**src/rtl/muldiv_pkg.sv**
```systemverilog
// Shared definitions for the iterative multiply/divide unit and the ALU control that issues to it.
package muldiv_pkg;

   localparam logic [2:0] MUL    = 3'b000;
   localparam logic [2:0] MULH   = 3'b001;
   localparam logic [2:0] MULHSU = 3'b010;
   localparam logic [2:0] MULHU  = 3'b011;
   localparam logic [2:0] DIV    = 3'b100;
   localparam logic [2:0] DIVU   = 3'b101;
   localparam logic [2:0] REM    = 3'b110;
   localparam logic [2:0] REMU   = 3'b111;

   // ALU control class that the decoder routes to this unit instead of the single-cycle ALU.
   localparam logic [3:0] ALU_MUL = 4'b1010;

   typedef enum logic [1:0] {
      IDLE   = 2'd0,
      CALC   = 2'd1,
      FINISH = 2'd2
   } state_e;

   function automatic logic op_a_is_signed(input logic [2:0] f);
      return (f == MULH) || (f == MULHSU) || (f == DIV) || (f == REM);
   endfunction

   function automatic logic op_b_is_signed(input logic [2:0] f);
      return (f == MULH) || (f == DIV) || (f == REM);
   endfunction

endpackage

```
**src/rtl/muldiv_unit_cond_negate.sv**
```systemverilog
// Combinational two's-complement conditional negation: dout = neg ? -din : din.
module cond_negate #(
   parameter int WIDTH = 32
) (
   input  logic             neg,
   input  logic [WIDTH-1:0] din,
   output logic [WIDTH-1:0] dout
);

   // Negate by invert-plus-one when requested, otherwise pass through.
   always_comb begin
      if (neg) begin
         dout = ~din + WIDTH'(1);
      end else begin
         dout = din;
      end
   end

endmodule

```
**src/rtl/muldiv_unit.sv**
```systemverilog
// Iterative RV32M-style multiply/divide unit: shift-add multiply, restoring divide,
// fixed WIDTH+1 cycle latency with a start/busy/done handshake.
module muldiv_unit
   import muldiv_pkg::*;
#(
   parameter int WIDTH = 32
) (
   input  logic             clk,
   input  logic             arst,
   input  logic             start,
   input  logic [2:0]       func3,
   input  logic [WIDTH-1:0] op_a,
   input  logic [WIDTH-1:0] op_b,
   output logic             busy,
   output logic             done,
   output logic [WIDTH-1:0] result
);

   localparam int DW    = 2 * WIDTH;
   localparam int CNT_W = $clog2(WIDTH) + 1;
   localparam logic [CNT_W-1:0] LAST     = CNT_W'(WIDTH - 1);
   localparam logic [WIDTH-1:0] ALL_ONES = {WIDTH{1'b1}};
   localparam logic [WIDTH-1:0] MIN_NEG  = {1'b1, {(WIDTH-1){1'b0}}};

   state_e             state_q, state_d;
   logic [CNT_W-1:0]   cnt_q, cnt_d;
   logic [2:0]         func3_q, func3_d;
   logic [WIDTH-1:0]   opa_q, opa_d;
   logic [WIDTH-1:0]   a_q, a_d;
   logic [WIDTH-1:0]   b_q, b_d;
   logic               neg_a_q, neg_a_d;
   logic               neg_b_q, neg_b_d;
   logic               div_zero_q, div_zero_d;
   logic               ovf_q, ovf_d;
   logic [DW-1:0]      prod_q, prod_d;
   logic [WIDTH:0]     rem_q, rem_d;
   logic [WIDTH-1:0]   quo_q, quo_d;
   logic               busy_q, busy_d;
   logic               done_q, done_d;
   logic [WIDTH-1:0]   result_q, result_d;

   logic               a_sgn, b_sgn;
   logic [WIDTH-1:0]   mag_a, mag_b;
   logic [DW-1:0]      prod_fix;
   logic [WIDTH-1:0]   quo_fix, rem_fix, fix_res;
   logic [WIDTH:0]     mul_sum;
   logic [WIDTH+1:0]   div_shift, div_diff;

   assign a_sgn = op_a_is_signed(func3) & op_a[WIDTH-1];
   assign b_sgn = op_b_is_signed(func3) & op_b[WIDTH-1];

   cond_negate #(.WIDTH(WIDTH)) u_mag_a (.neg(a_sgn), .din(op_a), .dout(mag_a));
   cond_negate #(.WIDTH(WIDTH)) u_mag_b (.neg(b_sgn), .din(op_b), .dout(mag_b));

   cond_negate #(.WIDTH(DW))    u_fix_prod (.neg(neg_a_q ^ neg_b_q), .din(prod_q),             .dout(prod_fix));
   cond_negate #(.WIDTH(WIDTH)) u_fix_quo  (.neg(neg_a_q ^ neg_b_q), .din(quo_q),              .dout(quo_fix));
   cond_negate #(.WIDTH(WIDTH)) u_fix_rem  (.neg(neg_a_q),           .din(rem_q[WIDTH-1:0]),   .dout(rem_fix));

   // Final result selection, with divide-by-zero and signed-overflow overrides.
   always_comb begin
      fix_res = '0;
      case (func3_q)
         MUL:                 fix_res = prod_fix[WIDTH-1:0];
         MULH, MULHSU, MULHU: fix_res = prod_fix[DW-1:WIDTH];
         DIV, DIVU: begin
            if (div_zero_q) begin
               fix_res = ALL_ONES;
            end else if (ovf_q) begin
               fix_res = opa_q;
            end else begin
               fix_res = quo_fix;
            end
         end
         REM, REMU: begin
            if (div_zero_q) begin
               fix_res = opa_q;
            end else if (ovf_q) begin
               fix_res = '0;
            end else begin
               fix_res = rem_fix;
            end
         end
         default: fix_res = '0;
      endcase
   end

   // Next-state and datapath iteration for the IDLE/CALC/FINISH sequence.
   always_comb begin
      state_d    = state_q;
      cnt_d      = cnt_q;
      func3_d    = func3_q;
      opa_d      = opa_q;
      a_d        = a_q;
      b_d        = b_q;
      neg_a_d    = neg_a_q;
      neg_b_d    = neg_b_q;
      div_zero_d = div_zero_q;
      ovf_d      = ovf_q;
      prod_d     = prod_q;
      rem_d      = rem_q;
      quo_d      = quo_q;
      busy_d     = busy_q;
      done_d     = 1'b0;
      result_d   = result_q;

      mul_sum   = {1'b0, prod_q[DW-1:WIDTH]} + ({1'b0, a_q} & {(WIDTH+1){prod_q[0]}});
      div_shift = {rem_q, quo_q[WIDTH-1]};
      div_diff  = div_shift - {2'b00, b_q};

      case (state_q)
         IDLE: begin
            if (start) begin
               func3_d    = func3;
               opa_d      = op_a;
               a_d        = mag_a;
               b_d        = mag_b;
               neg_a_d    = a_sgn;
               neg_b_d    = b_sgn;
               div_zero_d = func3[2] & (op_b == '0);
               ovf_d      = ((func3 == DIV) || (func3 == REM)) && (op_a == MIN_NEG) && (op_b == ALL_ONES);
               prod_d     = {{WIDTH{1'b0}}, mag_b};
               rem_d      = '0;
               quo_d      = mag_a;
               cnt_d      = '0;
               busy_d     = 1'b1;
               state_d    = CALC;
            end else begin
               busy_d  = 1'b0;
               state_d = IDLE;
            end
         end
         CALC: begin
            prod_d = {mul_sum, prod_q[WIDTH-1:1]};
            // A borrow out of the trial subtraction means the divisor did not fit: restore.
            if (div_diff[WIDTH+1]) begin
               rem_d = div_shift[WIDTH:0];
               quo_d = {quo_q[WIDTH-2:0], 1'b0};
            end else begin
               rem_d = div_diff[WIDTH:0];
               quo_d = {quo_q[WIDTH-2:0], 1'b1};
            end
            cnt_d = cnt_q + CNT_W'(1);
            if (cnt_q == LAST) begin
               state_d = FINISH;
            end else begin
               state_d = CALC;
            end
         end
         FINISH: begin
            result_d = fix_res;
            done_d   = 1'b1;
            busy_d   = 1'b0;
            state_d  = IDLE;
         end
         default: begin
            busy_d  = 1'b0;
            state_d = IDLE;
         end
      endcase
   end

   // State, datapath and output registers; asynchronous reset aborts any operation.
   always_ff @(posedge clk or posedge arst) begin
      if (arst) begin
         state_q    <= IDLE;
         cnt_q      <= '0;
         func3_q    <= 3'b000;
         opa_q      <= '0;
         a_q        <= '0;
         b_q        <= '0;
         neg_a_q    <= 1'b0;
         neg_b_q    <= 1'b0;
         div_zero_q <= 1'b0;
         ovf_q      <= 1'b0;
         prod_q     <= '0;
         rem_q      <= '0;
         quo_q      <= '0;
         busy_q     <= 1'b0;
         done_q     <= 1'b0;
         result_q   <= '0;
      end else begin
         state_q    <= state_d;
         cnt_q      <= cnt_d;
         func3_q    <= func3_d;
         opa_q      <= opa_d;
         a_q        <= a_d;
         b_q        <= b_d;
         neg_a_q    <= neg_a_d;
         neg_b_q    <= neg_b_d;
         div_zero_q <= div_zero_d;
         ovf_q      <= ovf_d;
         prod_q     <= prod_d;
         rem_q      <= rem_d;
         quo_q      <= quo_d;
         busy_q     <= busy_d;
         done_q     <= done_d;
         result_q   <= result_d;
      end
   end

   assign busy   = busy_q;
   assign done   = done_q;
   assign result = result_q;

endmodule
```
**config.mk**
```make
export PLATFORM = sky130hd
export DESIGN_NAME = muldiv_unit
export DESIGN_NICKNAME = d
export VERILOG_FILES = /design/src/rtl/muldiv_pkg.sv /design/src/rtl/muldiv_unit_cond_negate.sv /design/src/rtl/muldiv_unit.sv
export SDC_FILE = /design/constraint.sdc
export NUM_CORES = 1
export LEC_CHECK = 0
export CAP_MARGIN = 20
export CORE_UTILIZATION = 60
export DETAILED_ROUTE_END_ITERATION = 10
export GPL_TIMING_DRIVEN = 0
export HOLD_SLACK_MARGIN = 0.05
export PLACE_DENSITY_LB_ADDON = 0.15
export SYNTH_ARGS = -nofsm -noshare
export SYNTH_HDL_FRONTEND = slang
export SYNTH_SLANG_ARGS = --single-unit
```
**constraint.sdc**
```tcl
create_clock -name clk -period 12.9 [get_ports clk]
set_clock_uncertainty 0.2 [all_clocks]
set_input_delay 3.225 -clock clk [delete_from_list [all_inputs] [get_ports clk]]
set_output_delay 3.225 -clock clk [all_outputs]
set_load 0.02 [all_outputs]
```
==> impl_metrics.ini <==
[outcome]
status = finished clean

[logic_synthesis]
ys.flop_type = dfrtp_1
synthSimpleGateAreaFrac_pct = 18.51
ys_ff_latch = 273
avgSynthCellArea_um2 = 8.386
yosysWarnings = 0
synth_edf_count = 0
synth_cell_types = 83
synth_fa_ha_area_share_pct = 4.784
synth_compound_area_share_pct = 25.72
synth_xor_area_share_pct = 9.524
netlist_instances = 2314
ys_seq_area_share_pct = 35.21
synthArstFlopShare_pct = 100.0
muxShareOfSynthArea_pct = 1.941
syn_area_mm2 = 0.01940
syn-num-nets = 2457
synth_top_family_by_area = compound AO/OA/AOI/OAI gates

[timing]
rsz0062_at_grt = false
maxSlewViolCount = 0
relSlewSlack_pct = 16.63
fin_crit_ns = 6.702
tightest_slew_ns = 1.246
whs_ns = 0.2716
setup_viol = 0
fmax_ghz = 0.1492
timing.final.hold_violations = 0
post-route-period-util_pct = 51.95

[placement]
dp_hpwl_mm = 55.72
dpl-instance-area_mm2 = 0.02100
gp_congestion = 1.027
io_buffers = 103

[worst_setup_path]
path_delay_family = buffers and inverters
cp.depth = 8
cp.required_ns = 13.20
r2r_slack_ns = 7.78
cp_cell_sequence = clkdlybuf4s50_1 -> and2_1 -> clkbuf_1 -> nor2_1 -> clkbuf_1 -> clkbuf_1 -> nand2_1 -> a22oi_1
reg2reg_to = rem_q[26]$_DFFE_PP0P_
critPathMaxStageDelay_ns = 0.93
cpMostUsedCell = clkbuf_1
crit_type = primary input to register
end_kind = register
rr_worst_depth = 10
reg2reg_from = rem_q[0]$_DFFE_PP0P_
path_max_fanout = 10
critical_path_buf_inv_count = 4
cp_slowest_cell = clkbuf_1
crit_arrival_ns = 7.00
cp-start-kind = primary input

[route]
ant_nets = 0
avgRoutedWirePerCell_um = 25.64
drt-initial-drc-count = 2641
routed_wl_mm = 73.85
num_vias = 19830
drtPass1Iterations = 7
drc_errors = 0
viasPerCell = 6.884

[clock_network]
cts_resized = 0
h-tree-depth = 1
numClockSinks = 273
path_clk_slew_ns = 0.06
root_buffer = clkbuf_16
cts_buffers = 31
postCtsSetupRepairBufs = 0
clock_path_buffers = 3
postCtsHoldBufs = 0
cts_tree = yes
clk_latency_ns = 0.59

[finish]
area_growth_pct = 13.68
fin_nets = 2596
fillers = 2601
final_cell_mix = nand2_1 (274), dfrtp_1 (273), nor2_1 (193)
layout_commonest_cell = nand2_1
final_area_mm2 = 0.02206
fin_util_pct = 69.55
drive_above_1_share_pct = 3.795

[global_routing]
grtUsageMet2_pct = 66.02
grt_pass1_wl_mm = 110.3
antenna_found_initial = 2
grt_max_degree = 119
grt_overflow = 0
grt-busiest-layer = met2
grt_usage_pct = 44.18
grt_pass1_vias = 18610
globalRouteMet1Util_pct = 60.75
use_met3_pct = 9.707

[pwr]
power_density_mw_per_mm2 = 256.2
irDropWorstVdd_mv = 0.2003
p_leak_nw = 9.671

[worst_hold_path]
whs_endpoint = a_q[17]$_DFFE_PP0P_
hold_path.class = register to register
hp-start = a_q[17]$_DFFE_PP0P_
min_path_cells = 1

[flow_run]
drv_cap = 0

[floorplan]
die_x_um = 181.8
dieArea_mm2 = 0.03306
pin_count = 104
core_region_area_mm2 = 0.03172
initial_utilization_pct = 61.18
die_h_um = 181.8
fp-row-count = 65
## flip-flops by register name, indices dropped and copies added (netlist names), 2 cells and up
register and flops:
rem_q 33, cnt_q 6, prod_q 64, state_q 2, func3_q 3, result 32, opa_q 32, quo_q 32
a_q 31, b_q 32
## how the worst max path moves through the flow
stage	start	end	slack (ns)
floorplan	arst	a_q[10]$_DFFE_PP0P_	1.95
CTS	start	prod_q[57]$_DFFE_PP0P_	6.54
detailed placement	start	rem_q[3]$_DFFE_PP0P_	5.94
global placement	arst	prod_q[54]$_DFFE_PP0P_	-1.28
global route	op_a[2]	quo_q[29]$_DFFE_PP0P_	6.28
finish	start	prod_q[63]$_DFFE_PP0P_	6.20
## per-stage QoR
step | setup TNS (ns) | worst slack [ns] | instances | power, mW
global placement | -341.36 | -1.282 | 2819 | 4.484
CTS | 0 | 6.536 | 2878 | 5.529
detailed placement | 0 | 5.936 | 2821 | 4.590
finish | 0 | 6.198 | 2880 | 5.652
floorplan | 0 | 1.951 | 2314 | 3.692
global route | 0 | 6.276 | 2879 | 5.946
## cell type report
| class | instances | area, µm² | area share [%] |
|---|---|---|---|
| Multi-Input combinational cell | 1820 | 11740 | 53.20 |
| Sequential cell | 273 | 6832 | 30.97 |
| Timing Repair Buffer | 106 | 1094 | 4.957 |
| Clock buffer | 45 | 918.4 | 4.163 |
| Buffer | 136 | 518.0 | 2.348 |
| Tap cell | 402 | 503.0 | 2.280 |
| Inverter | 85 | 326.6 | 1.480 |
| Clock inverter | 12 | 128.9 | 0.5842 |
| Antenna cell | 1 | 2.502 | 0.01134 |
## metal layers
| metal | wire length (µm) | up-vias | share of wire, % |
|---|---|---|---|
| li1 | - | 8690 | - |
| met2 | 31160 | 1282 | 42 |
| met5 | 0 | - | 0 |
| met1 | 29620 | 9594 | 40 |
| met4 | 4434 | 0 | 6.0 |
| met3 | 8636 | 260 | 12 |
## synth_stat cells, types with 7 or more instances
| master | count | area, µm² |
|---|---|---|
| a211oi_1 | 18 | 135.1 |
| o22ai_1 | 16 | 100.1 |
| nand2_1 | 274 | 1028 |
| inv_1 | 84 | 315.3 |
| nand3_1 | 29 | 145.1 |
| o21a_1 | 9 | 67.56 |
| mux2i_1 | 32 | 320.3 |
| dfrtp_1 | 273 | 6832 |
| o21ai_0 | 175 | 875.8 |
| or3_1 | 26 | 162.7 |
| a221o_1 | 66 | 660.6 |
| clkbuf_1 | 126 | 473.0 |
| nand4_1 | 27 | 168.9 |
| xor2_1 | 111 | 972.2 |
| o221ai_1 | 19 | 166.4 |
| nor2b_1 | 12 | 75.07 |
| o31ai_1 | 38 | 285.3 |
| xnor2_1 | 100 | 875.8 |
| a21oi_1 | 178 | 890.9 |
| a221oi_1 | 13 | 113.9 |
| nor2_1 | 193 | 724.4 |
| nor3_1 | 44 | 220.2 |
| o21bai_1 | 9 | 67.56 |
| a31oi_1 | 32 | 200.2 |
| and2_1 | 45 | 281.5 |
| o211ai_1 | 9 | 67.56 |
| a21o_1 | 84 | 630.6 |
| o41ai_1 | 15 | 131.4 |
| nor4_1 | 17 | 106.4 |
| a22oi_1 | 17 | 127.6 |
| ha_1 | 71 | 888.4 |
| nand2b_1 | 14 | 87.58 |
| or4_1 | 12 | 90.09 |
| or2_2 | 7 | 43.79 |
| nor3b_1 | 7 | 52.55 |
| and3_1 | 14 | 87.58 |
## cells by family (layout without fill, tap and decap cells)
kind of cell	after synthesis	after routing
other	0	1
multiplexers	37	37
AO/OA/AOI/OAI	750	750
adder cells (fa/ha/maj)	73	73
buffers and inverters	221	384
flip-flops	273	273
XOR/XNOR	211	211
AND/OR/NAND/NOR	749	749
## where the power goes
| group | leakage [nW] | internal [mW] | switching [mW] |
|---|---|---|---|
| Sequential | 3.40 | 1.18 | 0.502 |
| Combinational | 5.76 | 1.25 | 1.80 |
| Clock | 0.515 | 0.533 | 0.391 |
| Total | 9.67 | 2.96 | 2.69 |
(Power assumes the default switching activity.)
